File: src/rtl/irq_pkg.sv
// Shared constants and types for the interrupt pending/delivery front-end.
package irq_pkg;
  localparam int N_IRQ = 8;
  localparam int ID_W  = 3;

  // All-ones so lines already high when reset releases do not look like edges.
  localparam logic [N_IRQ-1:0] RST_PREV = 8'hFF;

  typedef enum logic {
    IDLE    = 1'b0,
    PRESENT = 1'b1
  } irq_state_e;
endpackage

File: src/rtl/irq_prio_pick.sv
// Combinational highest-index picker: bit N_IRQ-1 has the highest priority.
module irq_prio_pick
  import irq_pkg::*;
(
  input  logic [N_IRQ-1:0] elig,
  output logic [ID_W-1:0]  idx,
  output logic             any
);
  // Ascending scan: later (higher) set bits overwrite earlier ones.
  always_comb begin
    idx = '0;
    any = 1'b0;
    for (int i = 0; i < N_IRQ; i++) begin
      if (elig[i]) begin
        idx = ID_W'(i);
        any = 1'b1;
      end
    end
  end
endmodule

File: src/rtl/irq_pending_ctrl.sv
// Edge capture, sticky pending bits, masking and valid/ack delivery of the top IRQ ID.
// Optional IRQ_OVERRUN_EN adds a sticky per-line overrun flag output.
module irq_pending_ctrl
  import irq_pkg::*;
(
  input  logic             clk,
  input  logic             rst,
  input  logic [N_IRQ-1:0] irq_in,
  input  logic [N_IRQ-1:0] mask,
  input  logic             irq_ack,
  output logic             irq_valid,
  output logic [ID_W-1:0]  irq_id,
`ifdef IRQ_OVERRUN_EN
  output logic [N_IRQ-1:0] overrun,
`endif
  output logic [N_IRQ-1:0] pending
);
  irq_state_e       state, state_nxt;
  logic [N_IRQ-1:0] prev_in;
  logic [N_IRQ-1:0] edge_det;
  logic [N_IRQ-1:0] clr;
  logic [N_IRQ-1:0] elig;
  logic [ID_W-1:0]  pick_id;
  logic             pick_any;
  logic             valid_nxt;
  logic [ID_W-1:0]  id_nxt;

  assign edge_det = irq_in & ~prev_in;
  assign elig     = pending & mask;
  // Only an ack against a presented ID clears anything; a stray ack is a no-op.
  assign clr      = (state == PRESENT && irq_ack) ? (N_IRQ'(1) << irq_id) : '0;

  irq_prio_pick u_pick (
    .elig (elig),
    .idx  (pick_id),
    .any  (pick_any)
  );

  always_comb begin
    state_nxt = state;
    valid_nxt = irq_valid;
    id_nxt    = irq_id;
    case (state)
      IDLE: begin
        if (pick_any) begin
          id_nxt    = pick_id;
          valid_nxt = 1'b1;
          state_nxt = PRESENT;
        end
      end
      PRESENT: begin
        // No preemption: ID is frozen until acked, even if its mask drops.
        if (irq_ack) begin
          valid_nxt = 1'b0;
          state_nxt = IDLE;
        end
      end
      default: begin
        valid_nxt = 1'b0;
        state_nxt = IDLE;
      end
    endcase
  end

  always_ff @(posedge clk) begin
    if (rst) begin
      state     <= IDLE;
      prev_in   <= RST_PREV;
      pending   <= '0;
      irq_valid <= 1'b0;
      irq_id    <= '0;
    end else begin
      state     <= state_nxt;
      prev_in   <= irq_in;
      // Set after clear so a fresh event on the serviced line survives.
      pending   <= (pending & ~clr) | edge_det;
      irq_valid <= valid_nxt;
      irq_id    <= id_nxt;
    end
  end

`ifdef IRQ_OVERRUN_EN
  always_ff @(posedge clk) begin
    if (rst) overrun <= '0;
    else     overrun <= (overrun & ~clr) | (edge_det & pending & ~clr);
  end
`endif
endmodule
File: config.mk
export PLATFORM = sky130hd
export DESIGN_NAME = irq_pending_ctrl
export DESIGN_NICKNAME = d
export VERILOG_FILES = /design/src/rtl/irq_pkg.sv /design/src/rtl/irq_prio_pick.sv /design/src/rtl/irq_pending_ctrl.sv
export SDC_FILE = /design/constraint.sdc
export NUM_CORES = 1
export LEC_CHECK = 0
export CORE_MARGIN = 4
export CORE_UTILIZATION = 35
export CTS_CLUSTER_DIAMETER = 30
export DETAILED_ROUTE_END_ITERATION = 7
export PLACE_DENSITY = 0.8
export REMOVE_ABC_BUFFERS = 1
export SYNTH_ARGS = -nofsm -noshare
export SYNTH_HDL_FRONTEND = slang
export SYNTH_HIERARCHICAL = 1
export SYNTH_SLANG_ARGS = --single-unit
export TNS_END_PERCENT = 100
File: constraint.sdc
create_clock -name clk -period 1.3 [get_ports clk]
set_input_delay 0.195 -clock clk [delete_from_list [all_inputs] [get_ports clk]]
set_output_delay 0.195 -clock clk [all_outputs]
set_load 0.01 [all_outputs]
==> results.cfg <==
[routing]
final_antenna_net_count = 0
drt_iter0_drc = 8
dr_total_vias = 816
post-route-drc-count = 0
drt-wirelength-per-cell_um = 12.6
wl_um = 2160
via_per_inst = 4.77
firstDrtPassIters = 4

[floorplanning]
starting_density_of_the_core_pct = 37.1
chipHeight_um = 56.7
std_cell_rows = 17
die_width_um = 56.7
coreArea_mm2 = 0.00223
floorplan.die_area_mm2 = 0.00321
top_level_ports = 31

[critical_path]
timing.critical_path.arrival_ps = 1490
timing.critical_path.from_type = input port
timing.critical_path.required_ps = 1500
worstSetupEndpointType = register
timing.critical_path.fanout_max = 5
critPathKind = in -> reg

[sta]
min_period_over_period_pct = 99.1
final_max_tran_viols = 0
final_hold_viol_count = 0
fmaxAchievable_mhz = 776
final.hold.worst_slack_ps = 473
slew_limit_headroom_pct = 85.0
setup_ws_ps = 11.2
setup_viol_count_final = 0
rsz0062_at_grt = yes
final_period_minus_worst_setup_slack_ps = 1290
timing_worst_slew_pin_value_ps = 223
timing.clock.skew_ps = 1.58
tns_ps = 0

[power]
total_switching_power_mw = 0.323
p_per_area_mw_per_mm2 = 964
power.sequential.fraction_pct = 54.7
comb_power_share_pct = 21.8
pwr-share-clk_pct = 23.5
cell_internal_pwr_mw = 0.976
cellLeakagePower_nw = 0.606
switching_share_of_total_power_pct = 24.9
post-layout-total-power_mw = 1.30
irDropWorstVdd_uv = 548

[cells_and_area]
final_nets = 163
fin_area_mm2 = 0.00135
num_antenna_cells = 0
area.growth.synth_to_final_pct = 62.6
layout.filler_cells = 216
end_of_flow_core_utilization_pct = 60.4
final_layout_size_suffix_gt1_share_pct = 32.2
finish.cell_count_without_fillers = 171

[cts]
cts_hold_buffers = 0
tritoncts_buffers = 3
clock_path_buffers = 2
clkSinkCount = 21
clockRootBuffer = clkbuf_4
tritoncts = done
clock_insertion_delay_worst_skew_ps = 290
clkTransAtPathRegs_ps = 110
clock_tree.htree_level_count = 1

[grt]
first_global_vias = 889
tot_gr_track_use_pct = 14.4
largest_net_degree_at_the_start_of_global_routing = 12
number_of_antenna_violations_at_the_first_check_in_global_routing = 0
wire_length_of_the_first_global_routing_pass_um = 3690
overflow_left_after_global_routing = 0

[synthesis]
synth.lib_cells_used.distinct = 18
netlist_instances = 94
ys_seq_area_share_pct = 50.7
ys_seq_elements = 21
yosys_warnings = 6
avgSynthCellArea_um2 = 8.82
synth.cell_area_um2 = 830

[placed_design]
placedCellCount = 166
globalplace.congestion = 0.768
detailed_place_hpwl_um = 1640
port_buffers = 30
dp_area_mm2 = 0.00128
pre_cts_ws_ps = -487

[job]
maxCapViolCount = 0

[min_path]
hold_path.class = in -> reg

[outcome]
run_status = completed
[cells in the final DEF, fill, tap and decap left out]
master	netlist	layout
buf_4	1	18
clkdlybuf4s50_1	0	17
dfxtp_1	21	15
a21oi_1	12	12
dlygate4sd2_1	0	12
nand2b_1	10	10
or2_2	8	8
and2_4	0	7
nor2_1	9	6
o21ai_0	6	6
dfxtp_2	0	6
o31ai_1	4	4
mux2i_1	3	3
nand2_1	3	3
clkbuf_4	0	3
inv_1	2	2
nor2_4	0	2
and2_1	8	1
nor2b_4	0	1
nand3_1	1	1
nand3b_1	1	1
clkbuf_1	2	1
dlymetal6s2s_1	0	1
nor2_2	0	1
clkinv_1	1	1
nand4_1	1	1
[cell usage after synthesis]
master     n  area share [%]
clkbuf_1   2            0.91
nand3b_1   1            0.91
nand3_1    1            0.60
dfxtp_1   21              51
buf_4      1            0.91
o31ai_1    4             3.6
a21oi_1   12             7.2
clkinv_1   1            0.45
nand2_1    3             1.4
nand4_1    1            0.75
and2_1     8             6.0
nor2_1     9             4.1
nor2b_1    1            0.75
mux2i_1    3             3.6
or2_2      8             6.0
o21ai_0    6             3.6
nand2b_1  10             7.5
inv_1      2            0.91
[sequential cells by signal, summed over array words and instances (netlist names)]
register / flops
irq_id: 3
irq_valid: 1
pending: 8
prev_in: 8
state: 1
[path summary, 6_finish.rpt]
kind | startpoint | end | slack, ps | cells past startpoint
max | mask[4] | irq_id[1] | 10 | 7
min | irq_in[4] | pending[4] | 470 | 3
max reg2reg | pending[4] | irq_id[1] | 50 | 6
min reg2reg | prev_in[2] | pending[2] | 490 | 2
[critical path: stages]
cell,delay (ps)
clkdlybuf4s50_1,480
and2_4,160
nor2_4,40
nand4_1,100
nor2b_4,230
mux2i_1,230
nor2_1,50
[repair_timing]
item,in CTS,in global routing
buffers inserted,0,1
pin swaps,0,4
resized for setup,15,18
setup endpoints to repair,15,5
[cell type report]
type                            instances  area [um^2]  area share [%]
Timing Repair Buffer                   48          423            31.4
Clock buffer                            4         26.3            1.95
Sequential cell                        21          428            31.7
Inverter                                3         11.3           0.835
Multi-Input combinational cell         67          425            31.5
Tap cell                               28         35.0            2.60
[power groups by stage]
| stage | Combinational, mW | Clock (mW) | Sequential, mW |
|---|---|---|---|
| after global placement | 0.271 | 0 | 0.719 |
| after detailed placement | 0.280 | 0 | 0.720 |
| final | 0.283 | 0.306 | 0.711 |
| after global routing | 0.314 | 0.352 | 0.718 |
| after floorplan | 0.0926 | 0 | 0.733 |
| after CTS | 0.271 | 0.316 | 0.707 |
[per-layer routing]
layer	track usage (%)	part of all wire, %	routed length [um]
met2	26.4	53	1140
met1	15.8	39	847
met5	0	0	0
met4	4.75	0.97	21
met3	3.91	6.9	149
[cells by family after synthesis]
kind of cell,share of synthesized area [%]
AO/OA/AOI/OAI,14.5
AND/OR/NAND/NOR,28.1
buffers and inverters,3.17
flip-flops,50.7
multiplexers,3.62
(Power assumes the default switching activity.)
